--- config.mk ---
export PLATFORM = sky130hd
export DESIGN_NAME = inst_fetch
export DESIGN_NICKNAME = d
export VERILOG_FILES = /design/src/rtl/inst_fetch_pkg.sv /design/src/rtl/if_id_reg.sv /design/src/rtl/inst_fetch.sv
export SDC_FILE = /design/constraint.sdc
export NUM_CORES = 1
export LEC_CHECK = 0
export CAP_MARGIN = 20
export CORE_MARGIN = 1.5
export CORE_UTILIZATION = 40
export CTS_CLUSTER_SIZE = 30
export DETAILED_ROUTE_END_ITERATION = 7
export PLACE_DENSITY = 0.81
export SKIP_CTS_REPAIR_TIMING = 1
export SLEW_MARGIN = 20
export SYNTH_ARGS = -nofsm -noshare
export SYNTH_HDL_FRONTEND = slang
export SYNTH_SLANG_ARGS = --single-unit
--- constraint.sdc ---
create_clock -name clk -period 3.8 [get_ports clk]
set_input_delay 0.57 -clock clk [delete_from_list [all_inputs] [get_ports clk]]
set_output_delay 0.57 -clock clk [all_outputs]
set_load 0.05 [all_outputs]
--- src/rtl/inst_fetch_pkg.sv ---
// Shared CPU package for the fetch stage.
// FSM encoding, NOP word, reset PC and the IF/ID bundle.
package inst_fetch_pkg;

  typedef enum logic [1:0] {
    BOOT  = 2'd0,
    RUN   = 2'd1,
    FLUSH = 2'd2
  } fetch_state_e;

  localparam logic [31:0] NOP          = 32'h0000_0000;
  localparam logic [31:0] RESET_PC_DEF = 32'h0000_0001;

  typedef struct packed {
    logic        valid;
    logic [31:0] inst;
    logic [31:0] pc;
  } if_id_t;

endpackage

--- src/rtl/if_id_reg.sv ---
// IF/ID pipeline register.
// Reset beats clear, clear beats load, otherwise hold.
module if_id_reg
  import inst_fetch_pkg::*;
(
  input  logic   i_clk,
  input  logic   i_rst,
  input  logic   i_load,
  input  logic   i_clear,
  input  if_id_t i_d,
  output if_id_t o_q
);

  if_id_t r_q;

  // Register update: bubble on reset/clear, capture on load.
  always_ff @(posedge i_clk) begin
    if (i_rst || i_clear) begin
      r_q.valid <= 1'b0;
      r_q.inst  <= NOP;
      r_q.pc    <= 32'h0;
    end else if (i_load) begin
      r_q <= i_d;
    end
  end

  assign o_q = r_q;

endmodule

--- src/rtl/inst_fetch.sv ---
// Instruction fetch stage: PC, BOOT/RUN/FLUSH FSM, IF/ID reg.
// Optional counters enabled by macro INST_FETCH_STATS_EN.
module inst_fetch
  import inst_fetch_pkg::*;
#(
  parameter logic [31:0] RESET_PC = RESET_PC_DEF,
  parameter int          ADDR_W   = 6
) (
  input  logic              clk,
  input  logic              rst,
`ifdef INST_FETCH_STATS_EN
  output logic [15:0]       fetch_cnt,
  output logic [15:0]       bubble_cnt,
`endif
  output logic [ADDR_W-1:0] rom_a,
  input  logic [31:0]       rom_inst,
  input  logic              br_taken,
  input  logic [31:0]       br_target,
  input  logic              jmp_taken,
  input  logic [31:0]       jmp_target,
  input  logic              id_ready,
  output logic              id_valid,
  output logic [31:0]       id_inst,
  output logic [31:0]       id_pc
);

  fetch_state_e r_state;
  fetch_state_e w_next_state;
  logic [31:0]  r_pc;
  logic [31:0]  w_pc_next;
  logic         w_load;
  logic         w_clear;
  if_id_t       w_d;
  if_id_t       w_q;

  // State and PC registers.
  always_ff @(posedge clk) begin
    if (rst) begin
      r_state <= BOOT;
      r_pc    <= RESET_PC;
    end else begin
      r_state <= w_next_state;
      r_pc    <= w_pc_next;
    end
  end

  // Next state, next PC and IF/ID controls.
  // BOOT fetches from RESET_PC; FLUSH fetches from the new
  // target. Redirects win over stalls, branch over jump.
  always_comb begin
    w_next_state = r_state;
    w_pc_next    = r_pc;
    w_load       = 1'b0;
    w_clear      = 1'b0;
    unique case (r_state)
      BOOT: begin
        w_next_state = RUN;
        w_load       = 1'b1;
        w_pc_next    = r_pc + 32'd1;
      end
      RUN, FLUSH: begin
        if (br_taken) begin
          w_next_state = FLUSH;
          w_pc_next    = br_target;
          w_clear      = 1'b1;
        end else if (jmp_taken) begin
          w_next_state = FLUSH;
          w_pc_next    = jmp_target;
          w_clear      = 1'b1;
        end else begin
          w_next_state = RUN;
          if (!w_q.valid || id_ready) begin
            w_load    = 1'b1;
            w_pc_next = r_pc + 32'd1;
          end
        end
      end
      default: w_next_state = BOOT;
    endcase
  end

  assign w_d.valid = 1'b1;
  assign w_d.inst  = rom_inst;
  assign w_d.pc    = r_pc;

  if_id_reg u_if_id (
    .i_clk   (clk),
    .i_rst   (rst),
    .i_load  (w_load),
    .i_clear (w_clear),
    .i_d     (w_d),
    .o_q     (w_q)
  );

  assign rom_a    = r_pc[ADDR_W-1:0];
  assign id_valid = w_q.valid;
  assign id_inst  = w_q.inst;
  assign id_pc    = w_q.pc;

`ifdef INST_FETCH_STATS_EN
  logic [15:0] r_fetch_cnt;
  logic [15:0] r_bubble_cnt;
  logic        w_bubble;

  assign w_bubble = (r_state == BOOT) || (r_state == FLUSH);

  // Saturating counters of valid loads and bubble cycles.
  always_ff @(posedge clk) begin
    if (rst) begin
      r_fetch_cnt  <= 16'h0;
      r_bubble_cnt <= 16'h0;
    end else begin
      if (w_load && r_fetch_cnt != 16'hFFFF)
        r_fetch_cnt <= r_fetch_cnt + 16'd1;
      if (w_bubble && r_bubble_cnt != 16'hFFFF)
        r_bubble_cnt <= r_bubble_cnt + 16'd1;
    end
  end

  assign fetch_cnt  = r_fetch_cnt;
  assign bubble_cnt = r_bubble_cnt;
`endif

endmodule

==> results of run 1 <==
==> critical path: stages (launching register included) <==
cell and delay (ns):
dfxtp_1 0.48, ha_1 0.27, and4_1 0.30, nand3_1 0.39, or4_1 0.70, nand3_1 0.11, or3b_1 0.34
==> through the flow <==
| step | std cells | power, mW | util [%] | worst slack, ns |
|---|---|---|---|---|
| floorplan | 625 | 2.29 | - | 1.57 |
| global placement | 899 | 2.75 | 56.8 | 0.883 |
| detailed placement | 899 | 2.78 | 56.8 | 0.791 |
| CTS | 915 | 3.71 | 59.5 | 1.11 |
| global route | 915 | 3.89 | 59.5 | 0.968 |
| finish | 915 | 3.71 | 59.5 | 1.09 |
==> synthesized netlist by cell type (all sizes together), types with 5 or more instances <==
master and instances:
a21oi 88, a22o 14, a22oi 19, a31oi 5, and3 6, and4 8, buf 22, clkbuf 32
dfxtp 99, inv 14, nand2 165, nand3 23, nand4 10, nor2 24, nor3 9, nor4 6
o21ai 15, o22ai 6, o32ai 7
==> sequential cells by signal, summed over array words and instances, names as in the netlist <==
register     count
r_pc            32
r_state          2
u_if_id.o_q     65
==> placed cells by master (no fill, tap or decap), drive strengths merged, types with 8 or more instances in the layout <==
cell type      synthesis  layout
inv                   14      16
a22oi                 19      19
o21ai                 15      15
a22o                  14      14
nor3                   9       9
buf                   22      14
dfxtp                 99      99
nand3                 23      23
nor2                  24      24
nand4                 10      10
and4                   8       8
clkdlybuf4s50          0     171
nand2                165     165
clkbuf                32      11
a21oi                 88      88
==> how the worst max path moves through the flow <==
stage,slack [ns],cells after the start,to
3_5_place_dp,0.79,6,u_if_id.o_q[62]$_SDFFE_PP0P_
6_report,1.09,6,r_pc[28]$_SDFFE_PP0P_
2_1_floorplan,1.57,7,r_pc[26]$_SDFFE_PP0P_
5_1_grt,0.97,6,r_pc[28]$_SDFFE_PP0P_
4_1_cts,1.11,6,r_pc[28]$_SDFFE_PP0P_
3_3_place_gp,0.88,6,u_if_id.o_q[44]$_SDFFE_PP0P_
==> cells by family after synthesis <==
family	count (synthesis)
AND/OR/NAND/NOR	263
AO/OA/AOI/OAI	189
flip-flops	99
buffers and inverters	68
multiplexers	3
adder cells (fa/ha/maj)	3
==> power groups by stage <==
stage               combinational (mW)  sequential (mW)  clock, mW
floorplan                        0.668             1.62          0
global placement                  1.40             1.35          0
detailed placement                1.43             1.36          0
CTS                               1.43             1.33      0.944
global route                      1.54             1.36      0.989
finish                            1.44             1.34      0.930
==> layout make-up <==
type,count,share of cell area [%]
clock inverter,5,0.876
multi-input combinational,458,36.8
tap,143,2.61
clock buffer,11,3.54
inverter,14,0.767
timing repair buffer,185,26.5
sequential,99,28.9
==> per-layer routing <==
layer | GRT usage [%] | routed length (um)
met1 | 29.1 | 6430
met5 | 0 | 0
met2 | 41.6 | 7550
met4 | 9.96 | 364
met3 | 3.40 | 911
==> impl_metrics.yaml, run 1 <==
drt:
  drt_wl_total_mm: 15.3
  ant_nets: 0
  wire_per_inst_um: 16.7
  drtIter0Drc: 426
  firstDrtPassIters: 7
  vias_per_cell: 5.68
  vias: 5197
  drc_errors: 9
sta:
  fin_tns_setup_ns: 0
  finClkSkew_ns: 0.00523
  fin_crit_sh_pct: 71.4
  slew_viol_final: 0
  worst_pin_slew_ns: 0.907
  setup_viol: 0
  final-hold-violation-count: 0
  slew_headroom_pct: 39.2
  rsz0062_at_grt: "false"
  timing.hold.ws_ns: 0.454
  timing.fmax_mhz: 368
  fin_crit_ns: 2.71
final_layout:
  layout-drive-gt1-share_pct: 6.09
  multiInputGateArea_mm2: 0.00252
  area.sequential_mm2: 0.00198
  nets: 871
  nFillCells: 1050
  area_growth_pct: 43.5
  diodes: 0
  final_cell_area_mm2: 0.00685
synth:
  synth_top_family_by_area: "compound AO/OA/AOI/OAI gates"
  synth_flop_cell: "dfxtp_1"
  syn_nets: 729
  syn_avg_cell_area_um2: 7.64
  yosysTopAreaCellShare_pct: 41.5
  synth_largest_area_cell: "dfxtp_1"
  yosysWarnings: 0
  synth_seq_area_share_pct: 41.5
  async_reset_ff_share_pct: 0
  synthMuxAreaShare_pct: 0.681
  netlist_area_mm2: 0.00477
  synth_edf_count: 0
  synth_fa_ha_area_share_pct: 0.786
  yosys-top-cells-area: "dfxtp_1 42%, nand2_1 13%, a21oi_1 9.1%"
  synth-xor-area-share_pct: 0
  synth-compound-area-share_pct: 25.8
  synth-seq-cells: 99
  ys_types: 57
  synthSimpleGateAreaFrac_pct: 25.0
  netlist_instances: 625
floorplan:
  core_mm2: 0.0115
  start_util_pct: 41.5
  fp.dieArea_mm2: 0.0126
  num_rows: 39
  io_pins: 172
  die_w_um: 112
  die_y_um: 112
run:
  drv_cap: 0
global_routing:
  grt.total_usage_pct: 23.7
  grt_pass1_vias: 4917
  grt_pass1_wl_mm: 24.2
  antenna_found_initial: 0
  grt_max_degree: 65
  gr-total-overflow: 0
cts:
  cts_buffer_depth: 2
  clock-sinks: 99
  cts_tree: "done"
  clk_latency_ns: 0.34
  htree_levels: 3
  numCtsBuffers: 9
  path_clk_slew_ns: 0.07
  cts-root-buf: "clkbuf_16"
pwr:
  powerDensity_mw_per_mm2: 541
  leakage_nw: 2.42
  pwr-share-comb_pct: 38.8
  swShare_pct: 40.1
  vdd_drop_max_mv: 0.321
  clock_power_share_pct: 25.1
  p_sw_mw: 1.49
  power.internal_mw: 2.22
  seqPwrFrac_pct: 36.1
setup_path:
  worstSetupEndpointType: "flop"
  cp-start-kind: "flop"
  regToRegStartpoint: "r_pc[1]$_SDFFE_PP0P_"
  path_max_fanout: 11
  rr_endpoint: "r_pc[28]$_SDFFE_PP0P_"
  worst-r2r-setup-slack_ns: 1.09
  setup.worst_path.start: "r_pc[1]$_SDFFE_PP0P_"
  criticalPathCategory: "flop to flop"
  cp.required_ns: 4.03
  r2r.worst_path.cells: 6
  crit_arrival_ns: 2.94
place:
  io_buffers: 171
  placed_area_mm2: 0.00654
  gp_congestion: 0.989
  hpwlAfterDp_mm: 11.1
worst_hold_path:
  holdPathEnd: "u_if_id.o_q[7]$_SDFFE_PP0P_"
  min-delay-start: "u_if_id.o_q[7]$_SDFFE_PP0P_"
  min_path_cells: 2
  hp-class: "flop to flop"
run_status:
  outcome: "complete, but fails checks"
  violations: "design-rule violations"
(Power assumes the default switching activity.)
==> run 2: changes to the inputs <==
- clock period: 3.8 -> 2.7 ns (I/O delays scaled with it)
==> run 2 against run 1 <==
The flow still finishes with violations (design-rule violations); hold slack about the same; cell count rose by 1.4%; clock skew up 0.0026 ns; fmax is 18% higher; first-iteration DRC count increased by 22%; die area unchanged; sequential power increased by 39%; non-clock buffer count grew 13; clock-buffer cell count is the same; via count increased by 2.6%; setup slack worse by 0.68 ns.
==> impl_metrics.yaml, run 2 (synthesized netlist as in run 1, its figures left out) <==
floorplan:
  die_y_um: 112
  die_w_um: 112
  core_mm2: 0.0115
  start_util_pct: 41.5
  num_rows: 39
  io_pins: 172
  fp.dieArea_mm2: 0.0126
final_layout:
  multiInputGateArea_mm2: 0.00251
  area.sequential_mm2: 0.00198
  area_growth_pct: 45.3
  layout-drive-gt1-share_pct: 7.77
  mostFrequentLayoutCell: "clkdlybuf4s50_1"
  diodes: 0
  largest_reg_flops: 65
  nFillCells: 1037
  layout_common_cells: "171 x clkdlybuf4s50_1, 164 x nand2_1, 99 x dfxtp_1, 86 x a21oi_1, 27 x buf_4"
  nets: 884
global_routing:
  met2_usage_pct: 42.2
  met1_usage_pct: 30.1
  grt_max_degree: 35
  grt.total_usage_pct: 24.9
  grt_pass1_vias: 5189
  gr-max-usage-layer: "met2"
  grt_pass1_wl_mm: 25.6
  antenna_found_initial: 0
  grtUsageMet3_pct: 4.10
  gr-total-overflow: 0
setup_path:
  cp.required_ns: 2.93
  criticalPathCategory: "flop to flop"
  worstSetupEndpointType: "flop"
  crit_family: "simple AND/OR/NAND/NOR gates"
  r2r.worst_path.cells: 5
  cp-start-kind: "flop"
  crit_arrival_ns: 2.53
  critPathSlowestCell: "dfxtp_1"
  regToRegStartpoint: "r_pc[7]$_SDFFE_PP0P_"
  rr_endpoint: "r_pc[26]$_SDFFE_PP0P_"
  path_max_fanout: 9
  critPathMaxStageDelay_ns: 0.49
  worst-r2r-setup-slack_ns: 0.41
  cp.buffers_inverters: 0
  path_cells: "and3_1 -> nand3_2 -> nor4_1 -> mux2_2 -> a221o_1"
sta:
  timing.fmax_mhz: 436
  fin_tns_setup_ns: 0
  setup_viol: 0
  rsz0062_at_grt: "false"
  fin_crit_ns: 2.29
  worst_pin_slew_ns: 0.604
  finClkSkew_ns: 0.00788
  slew_viol_final: 0
  final-hold-violation-count: 0
  fin_crit_sh_pct: 84.9
  slew_headroom_pct: 59.7
cts:
  numCtsBuffers: 9
  clock-sinks: 99
  htree_levels: 3
  path_clk_slew_ns: 0.07
  cts-root-buf: "clkbuf_16"
  cts_buffer_depth: 2
  clk_latency_ns: 0.35
  cts_tree: "done"
pwr:
  powerDensity_mw_per_mm2: 754
  leakage_nw: 2.48
  vdd_drop_max_mv: 0.461
  power_mw: 5.23
place:
  gp_congestion: 0.941
  hpwlAfterDp_mm: 11.6
  io_buffers: 171
drt:
  wire_per_inst_um: 16.7
  firstDrtPassIters: 7
  drc_errors: 9
  vias: 5331
  vias_per_cell: 5.74
  drtIter0Drc: 520
  ant_nets: 0
  drt_wl_total_mm: 15.5
run:
  drv_cap: 0
worst_hold_path:
  min-delay-start: "u_if_id.o_q[22]$_SDFFE_PP0P_"
  hp-class: "flop to flop"
  holdPathEnd: "u_if_id.o_q[22]$_SDFFE_PP0P_"
  min_path_cells: 2
run_status:
  violations: "design-rule violations"
  outcome: "complete, but fails checks"
## run 2: cell types whose count changed in the layout (fill, tap and decap cells not counted), sizes merged
cell      change
clkinv        -1
bufinv        -1
buf          +13
inv           +1
clkinvlp      +1
## run 2: worst max-delay path by stage
| stage | startpoint | end | slack [ns] | depth (start not counted) |
|---|---|---|---|---|
| floorplan | r_pc[0]$_SDFFE_PP1P_ | r_pc[26]$_SDFFE_PP0P_ | 0.47 | 7 |
| detailed placement | jmp_taken | r_pc[28]$_SDFFE_PP0P_ | 0.26 | 6 |
| global route | r_pc[7]$_SDFFE_PP0P_ | r_pc[26]$_SDFFE_PP0P_ | 0.26 | 5 |
| CTS | r_pc[0]$_SDFFE_PP1P_ | r_pc[26]$_SDFFE_PP0P_ | 0.43 | 6 |
| finish | r_pc[7]$_SDFFE_PP0P_ | r_pc[26]$_SDFFE_PP0P_ | 0.41 | 5 |
| global placement | jmp_taken | r_pc[28]$_SDFFE_PP0P_ | 0.27 | 6 |
## run 2: per-layer routing
metal	up-vias	part of all wire [%]
met2	296	49
met3	53	7.8
met5	-	0
met1	2445	40
met4	0	4.2
li1	2537	-
## run 2: area by class of cell
cell class	count	share of cell area (%)
Multi-Input combinational cell	458	36.2
Tap cell	143	2.58
Clock inverter	5	0.595
Sequential cell	99	28.6
Clock buffer	11	3.64
Inverter	14	0.758
Timing Repair Buffer	198	27.6
## run 2: power by group
group          internal, mW  switching [mW]
clock network         0.686           0.583
logic                 0.740            1.36
registers              1.67           0.190
## run 2: through the flow
step           cells  hold WS (ns)  utilization (%)  setup slack [ns]  instance area [um^2]
5_1_grt          928         0.471             60.2             0.259                  6940
3_5_place_dp     912         0.446             57.7             0.261                  6640
2_1_floorplan    625         0.459                -             0.468                  4770
4_1_cts          928         0.456             60.2             0.433                  6940
6_report         928         0.454             60.2             0.408                  6940
3_3_place_gp     912         0.441             57.7             0.266                  6640
## run 2: worst min-delay path: stages, from the launching register on
cell     delay (ns)
dfxtp_1        0.31
nand2_1        0.05
a21oi_1        0.05
